[src/rtl/i2c_byte_seq.sv]
// i2c_byte_seq: moves one byte over an I2C bus, optionally framed by START
// and/or STOP. Data comes from or goes to an external shift register through
// the sr_* strobes. Between transfers without a STOP, SCL is parked low (HOLD).
//
// state   | meaning
// --------+-------------------------------------------------------------
// S_IDLE  | bus released, waiting for start
// S_HOLD  | previous transfer ended without STOP, SCL held low
// S_START | START / repeated START, 4 quarters
// S_BIT   | 8 data bits MSB first, 4 quarters per bit
// S_ACK   | ninth (acknowledge) bit, 4 quarters
// S_STOP  | STOP condition, 3 quarters, then S_IDLE

module i2c_byte_seq #(
    parameter int unsigned CLK_DIV = 250
) (
    input  logic clk,
    input  logic clr,
    input  logic start,
    input  logic rw,
    input  logic gen_start,
    input  logic gen_stop,
    input  logic ack_n,
    input  logic sda_in,
    input  logic sr_out,
    output logic scl,
    output logic sda_oe,
    output logic sr_set,
    output logic sr_en,
    output logic sr_rw,
    output logic sr_in,
    output logic rx_ack,
    output logic busy,
    output logic done,
    output logic bus_held
);

    localparam int unsigned TW = (CLK_DIV > 1) ? $clog2(CLK_DIV) : 1;
    localparam logic [TW-1:0] T_LAST = TW'(CLK_DIV - 1);

    typedef enum logic [2:0] {
        S_IDLE,
        S_HOLD,
        S_START,
        S_BIT,
        S_ACK,
        S_STOP
    } state_t;

    state_t        state, state_n;
    logic [1:0]    phase, phase_n;
    logic [2:0]    bit_cnt, bit_cnt_n;
    logic [TW-1:0] timer;
    logic          qtick;
    logic          accept;
    logic          rw_q, rw_n;
    logic          stop_q, stop_n;
    logic          ackn_q, ackn_n;
    logic          rx_ack_n, busy_n, done_n, held_n;

    // A request landing in the done cycle is dropped; the requester re-issues it.
    assign accept = start && !done && !clr && ((state == S_IDLE) || (state == S_HOLD));
    assign sr_set = accept;
    assign sr_rw  = rw_q;
    assign qtick  = busy && (timer == T_LAST);

    // Quarter-period timer: runs only while busy, restarts on every accept.
    always_ff @(posedge clk or posedge clr) begin
        if (clr) begin
            timer <= '0;
        end else if (accept || !busy || qtick) begin
            timer <= '0;
        end else begin
            timer <= timer + TW'(1);
        end
    end

    // State, counters, captured request fields and status flags.
    always_ff @(posedge clk or posedge clr) begin
        if (clr) begin
            state    <= S_IDLE;
            phase    <= '0;
            bit_cnt  <= '0;
            rw_q     <= 1'b0;
            stop_q   <= 1'b0;
            ackn_q   <= 1'b1;
            rx_ack   <= 1'b1;
            busy     <= 1'b0;
            done     <= 1'b0;
            bus_held <= 1'b0;
        end else begin
            state    <= state_n;
            phase    <= phase_n;
            bit_cnt  <= bit_cnt_n;
            rw_q     <= rw_n;
            stop_q   <= stop_n;
            ackn_q   <= ackn_n;
            rx_ack   <= rx_ack_n;
            busy     <= busy_n;
            done     <= done_n;
            bus_held <= held_n;
        end
    end

    // Next-state logic and bus/shift-register outputs per state and quarter.
    always_comb begin
        state_n   = state;
        phase_n   = phase;
        bit_cnt_n = bit_cnt;
        rw_n      = rw_q;
        stop_n    = stop_q;
        ackn_n    = ackn_q;
        rx_ack_n  = rx_ack;
        busy_n    = busy;
        done_n    = 1'b0;
        held_n    = bus_held;
        scl       = 1'b1;
        sda_oe    = 1'b0;
        sr_en     = 1'b0;
        sr_in     = 1'b0;

        case (state)
            S_IDLE, S_HOLD: begin
                scl = (state == S_IDLE);
                if (accept) begin
                    rw_n      = rw;
                    stop_n    = gen_stop;
                    ackn_n    = ack_n;
                    busy_n    = 1'b1;
                    phase_n   = '0;
                    bit_cnt_n = '0;
                    state_n   = gen_start ? S_START : S_BIT;
                end
            end

            S_START: begin
                // From HOLD, SCL stays low in Q0 so the repeated START is clean.
                scl    = (phase == 2'd0) ? ~bus_held : 1'b1;
                sda_oe = phase[1];
                if (qtick) begin
                    phase_n = phase + 2'd1;
                    if (phase == 2'd3) begin
                        state_n = S_BIT;
                    end
                end
            end

            S_BIT: begin
                scl = phase[1];
                if (rw_q) begin
                    sr_in = sda_in;
                    sr_en = qtick && (phase == 2'd2);
                end else begin
                    sda_oe = ~sr_out;
                    sr_en  = qtick && (phase == 2'd3);
                end
                if (qtick) begin
                    phase_n = phase + 2'd1;
                    if (phase == 2'd3) begin
                        bit_cnt_n = bit_cnt + 3'd1;
                        if (bit_cnt == 3'd7) begin
                            state_n = S_ACK;
                        end
                    end
                end
            end

            S_ACK: begin
                scl = phase[1];
                if (rw_q) begin
                    sda_oe = ~ackn_q;
                end else if (qtick && (phase == 2'd2)) begin
                    rx_ack_n = sda_in;
                end
                if (qtick) begin
                    phase_n = phase + 2'd1;
                    if (phase == 2'd3) begin
                        if (stop_q) begin
                            state_n = S_STOP;
                        end else begin
                            state_n = S_HOLD;
                            busy_n  = 1'b0;
                            done_n  = 1'b1;
                            held_n  = 1'b1;
                        end
                    end
                end
            end

            S_STOP: begin
                scl    = (phase != 2'd0);
                sda_oe = (phase != 2'd2);
                if (qtick) begin
                    if (phase == 2'd2) begin
                        state_n = S_IDLE;
                        phase_n = '0;
                        busy_n  = 1'b0;
                        done_n  = 1'b1;
                        held_n  = 1'b0;
                    end else begin
                        phase_n = phase + 2'd1;
                    end
                end
            end

            default: begin
                state_n = S_IDLE;
            end
        endcase
    end

endmodule

[config.mk]
export PLATFORM = sky130hd
export DESIGN_NAME = i2c_byte_seq
export DESIGN_NICKNAME = d
export VERILOG_FILES = /design/src/rtl/i2c_byte_seq.sv
export SDC_FILE = /design/constraint.sdc
export NUM_CORES = 1
export LEC_CHECK = 0
export ABC_AREA = 1
export ABC_CLOCK_PERIOD_IN_PS = 2800
export BUFFER_PORTS_ARGS = -buffer_cell sky130_fd_sc_hd__buf_4
export CAP_MARGIN = 30
export CELL_PAD_IN_SITES_DETAIL_PLACEMENT = 0
export CELL_PAD_IN_SITES_GLOBAL_PLACEMENT = 1
export CORE_MARGIN = 2
export CORE_UTILIZATION = 45
export CTS_CLUSTER_DIAMETER = 40
export CTS_CLUSTER_SIZE = 28
export DETAILED_ROUTE_END_ITERATION = 8
export GPL_TIMING_DRIVEN = 0
export PLACE_DENSITY = 0.87
export RECOVER_POWER = 50
export SETUP_SLACK_MARGIN = 0.02
export SKIP_CTS_REPAIR_TIMING = 1
export SLEW_MARGIN = 20
export SYNTH_ARGS = -nofsm -noshare
export SYNTH_HDL_FRONTEND = slang
export SYNTH_SLANG_ARGS = --single-unit
[constraint.sdc]
create_clock -name clk -period 2.8 [get_ports clk]
set_clock_uncertainty 0.15 [all_clocks]
set_input_delay 0.56 -clock clk [delete_from_list [all_inputs] [get_ports clk]]
set_output_delay 0.56 -clock clk [all_outputs]
set_load 0.005 [all_outputs]
## Word level (Yosys, flattened, before mapping)

Index checks and enable logic that the tools add are counted.

- Register bits after elaboration: 23
- Logic and storage cells: 118
- Output and inout port bits: 10
- Input bits: 9

- Reduce and logical (&&, ||, !) cells: 29
- $add $sub $neg: 3
- Equal/unequal tests: 22
- Mux-type cells: 49
- Bitwise logic cells: 4

Operators by type and width:

| cell | number |
|---|---|
| $mux 3 | 14 |
| $ne 2x2->1 const B | 12 |
| $mux 1 | 22 |
| $pmux 3 s5 | 1 |
| $reduce_and 10->1 | 1 |
| $eq 3x3->1 const B | 3 |
| $add 8x1->8 const B | 1 |
| $eq 8x8->1 const B | 1 |
| $mux 2 | 4 |
| $mux 8 | 1 |
| $pmux 1 s4 | 2 |
| $reduce_and 4->1 | 2 |
| $reduce_and 7->1 | 1 |
| $eq 3x2->1 const B | 2 |
| $logic_and 1x1->1 | 6 |
| $pmux 2 s3 | 1 |
| $pmux 3 s2 | 1 |
| $reduce_and 6->1 | 1 |
| $reduce_bool 2->1 | 3 |
| $reduce_bool 3->1 | 2 |
| $eq 2x2->1 const B | 2 |
| $not 1->1 | 4 |
| $pmux 1 s2 | 2 |
| $reduce_or 2->1 | 2 |
| 12 further kinds | 16 |

## Logic depth before layout (Yosys ltp)

- Depth after elaboration: 7
- Gate-level depth with buffers: 11
- Gate-level depth less buffers: 11

## Least setup slack after synthesis

No wires, ideal clock.

- Kind: input to output
- From: input port clr
- To: output port sr_set
- Stages on the path: 3
- Arrival time: 1571 ps
- Slack: 519 ps
- Path through: inv_1 -> nand4_1 -> inv_1

- Cells in the longest elaborated chain, start to end: 3

Ends and longest elaborated chain:

| what | line | text |
|---|---|---|
| start, declared | 18 | `input logic clr,` |
| $logic_not 1->1 (no source line) | -- |  |
| $logic_and 1x1->1 (2 in a row) | 62 | `assign accept = start && !done && !clr && ((state == S_IDLE) \|\| (state == S_HOLD));` |
| end, declared | 28 | `output logic sr_set,` |

No other way between the ends.

## Worst setup path after layout

- From: register timer[1]
- To: output port sr_en

- Cells in the longest elaborated chain, start to end: 5
- Elaborated cells between the ends (all ways): 6
- Classes of those cells: eq/ne: 1; mux: 2; reduce/logical: 3

Ends and longest elaborated chain:

| what | line | text |
|---|---|---|
| start, declared | 53 | `logic [TW-1:0] timer;` |
| start signal, assigned | 74 | `timer <= timer + TW'(1);` |
| $eq 8x8->1 * | 65 | `assign qtick = busy && (timer == T_LAST);` |
| $logic_and 1x1->1 * | 65 |  |
| $logic_and 1x1->1 (on tied branches) | 155, 152 |  |
| $mux 1 * | 150 | `if (rw_q) begin` |
| $mux 1 * | 122 | `case (state)` |
| end, declared | 29 | `output logic sr_en,` |

Every way passes the cells marked *; elsewhere a longest branch is shown, timed or not.

==> flow_metrics.tcl <==
set metrics [dict create \
    dp_slack_ns -0.103 \
    diodes 0 \
    dr.pass1.iters 4 \
    fmax_mhz 381 \
    cts_root_buf "clkbuf_4" \
    ant_nets 0 \
    min_path_type "primary input to asynchronous set/reset pin" \
    dp_hpwl_um 2380 \
    fin_crit_sh_pct 93.7 \
    dieArea_um2 3720 \
    synth_area_um2 1460 \
    vdd_ir_drop_max_mv 0.498 \
    fin_nets 231 \
    grt.total_usage_pct 18.6 \
    worstPathRequired_ns 2.09 \
    status "finished clean" \
    ys_warn_count 0 \
    syn_avg_cell_area_um2 7.82 \
    path_max_fanout 6 \
    grt_pass1_wl_um 5100 \
    path_clk_slew_ns 0.13 \
    grt_pass1_vias 1166 \
    rsz0062_at_grt "false" \
    reg2reg_to "state[0]" \
    synth_cells 187 \
    syn-num-nets 207 \
    leakage_nw 0.888 \
    startpoint_type "flip-flop" \
    io_buffers 18 \
    yosysSeqAreaShare_pct 39.5 \
    r2r-start "state[1]" \
    path_class "flip-flop to output pin" \
    arrival_ns 1.91 \
    drtIter0Drc 41 \
    die_h_um 61.0 \
    hold_viol_final 0 \
    grt_antenna_before_repair 0 \
    placed_cell_area_um2 1650 \
    drv_cap 0 \
    drc 0 \
    post_drt_wl_per_cell_um 12.2 \
    timing.hold.ws_ns 0.102 \
    power.density_nw_per_um2 817 \
    vias 1254 \
    tightest_slew_ns 0.500 \
    area_growth_syn_to_layout_pct 15.4 \
    finalWeightedCongestion 0.828 \
    slew_viol_final 0 \
    setup_violations 0 \
    min_period_ns 2.62 \
    cts_buffers 3 \
    fp-row-count 20 \
    clk_path_buf_depth 2 \
    maxSlewHeadroom_pct 66.6 \
    htreeDepth 1 \
    grt-ovfl-total 0 \
    wl_um 3090 \
    initial_core_util_pct 47.5 \
    yosys_register_bits 23 \
    design_area_um2 1690 \
    r2r_slack_ns 0.95 \
    reg2regPathDepth 8 \
    clock_sinks 23 \
    fin_util_pct 54.8 \
    vias_per_cell 4.94 \
    core_area_um2 3080 \
    grt_max_degree 26 \
    drive_gt1_share_pct 21.9 \
    crit_path_end_kind "output pin" \
    io_pins 19 \
    synth.distinct_cells 30 \
    timing.final.ws_setup_ns 0.178 \
    clk_latency_ns 0.32 \
    cts_tree "done" \
    die_x_um 61.0 \
]
cell usage after synthesis (all sizes together):
library cell	n	area, µm²
o31ai	1	7.51
inv	28	105
nor3	1	5.00
a21oi	6	45.1
clkinv	1	3.75
nand2	54	223
dfstp	2	52.6
dfrtp	21	526
o21a	1	7.51
o22ai	1	6.26
o21ai	11	58.8
nor2	22	100
nor3b	2	15.0
nand3b	1	7.51
nand4	8	50.1
o211ai	1	7.51
xor2	2	17.5
ha	11	138
nand3	12	80.1
a211oi	1	7.51
through the flow:
stage | std cells | total power [mW] | TNS (ns)
2_1_floorplan | 187 | 1.01 | 0
4_1_cts | 253 | 1.39 | -0.108
3_5_place_dp | 249 | 1.23 | -0.103
5_1_grt | 254 | 1.51 | 0
3_3_place_gp | 249 | 1.21 | -0.0526
6_report | 254 | 1.38 | 0
layout by cell type (no fill, tap or decap), types with 2 or more instances in the layout:
cell type,instances
dfstp_2,2
nand2_1,49
clkbuf_4,8
a21oi_1,4
nand3_2,4
o21ai_0,8
nand3_1,8
nand4_1,8
buf_4,13
inv_2,7
dfrtp_1,21
nor2_1,19
xor2_1,2
inv_1,21
nor2_4,2
nor3b_1,2
nand2_2,4
ha_1,11
o21ai_1,2
routing by layer:
metal / global-route usage [%] / share of wire [%] / wire, µm / vias to the layer above
li1: - / - / - / 648
met1: 24.6 / 49 / 1510 / 582
met2: 30.7 / 47 / 1450 / 19
met3: 3.36 / 3.0 / 92 / 5
met4: 6.83 / 1.3 / 40 / 0
met5: 0 / 0 / 0 / -
sequential cells by signal (all words and copies together) (netlist names):
signal,count
timer,8
bit_cnt,3
state,3
phase,2
ackn_q,1
bus_held,1
busy,1
done,1
rx_ack,1
sr_rw,1
stop_q,1
worst max path at each step:
| stage | endpoint | slack [ns] | startpoint | cells after the start |
|---|---|---|---|---|
| after floorplan | sr_set | 0.52 | clr | 3 |
| final | sr_en | 0.18 | timer[1] | 9 |
| after global placement | sr_set | -0.05 | clr | 5 |
| after global routing | sr_set | 0.01 | clr | 6 |
| after detailed placement | sr_set | -0.10 | clr | 5 |
| after CTS | sr_set | -0.11 | clr | 5 |
worst max-delay path, stage by stage (launching register included):
cell     delay (ns)
dfrtp_1        0.42
inv_1          0.06
ha_1           0.13
nand2_1        0.08
nor2_4         0.09
nand2_1        0.22
nor2_1         0.26
nand3_1        0.09
o21ai_0        0.09
buf_4          0.14
final cells by class:
type	instances	area, µm²
fillers	287	1390
multi-input cells	135	773
flip-flops and latches	23	578
repair buffers	19	146
inverters	29	109
well taps	44	55.1
clock buffers	4	26.3
report_power, final:
part	internal, mW	total [mW]	switching (mW)
logic	0.265	0.688	0.423
registers	0.424	0.531	0.107
clock network	0.0558	0.160	0.104
total	0.744	1.38	0.635
cells by family (layout without fill, tap and decap cells):
family | count (synthesis) | after routing | synth area share, %
fa+ha+maj | 11 | 11 | 9.41
flops | 23 | 23 | 39.5
simple gates | 100 | 100 | 32.8
xor+xnor | 2 | 2 | 1.20
buf+inv | 29 | 52 | 7.44
compound gates | 22 | 22 | 9.58
Power figures use the tool's default switching activity.
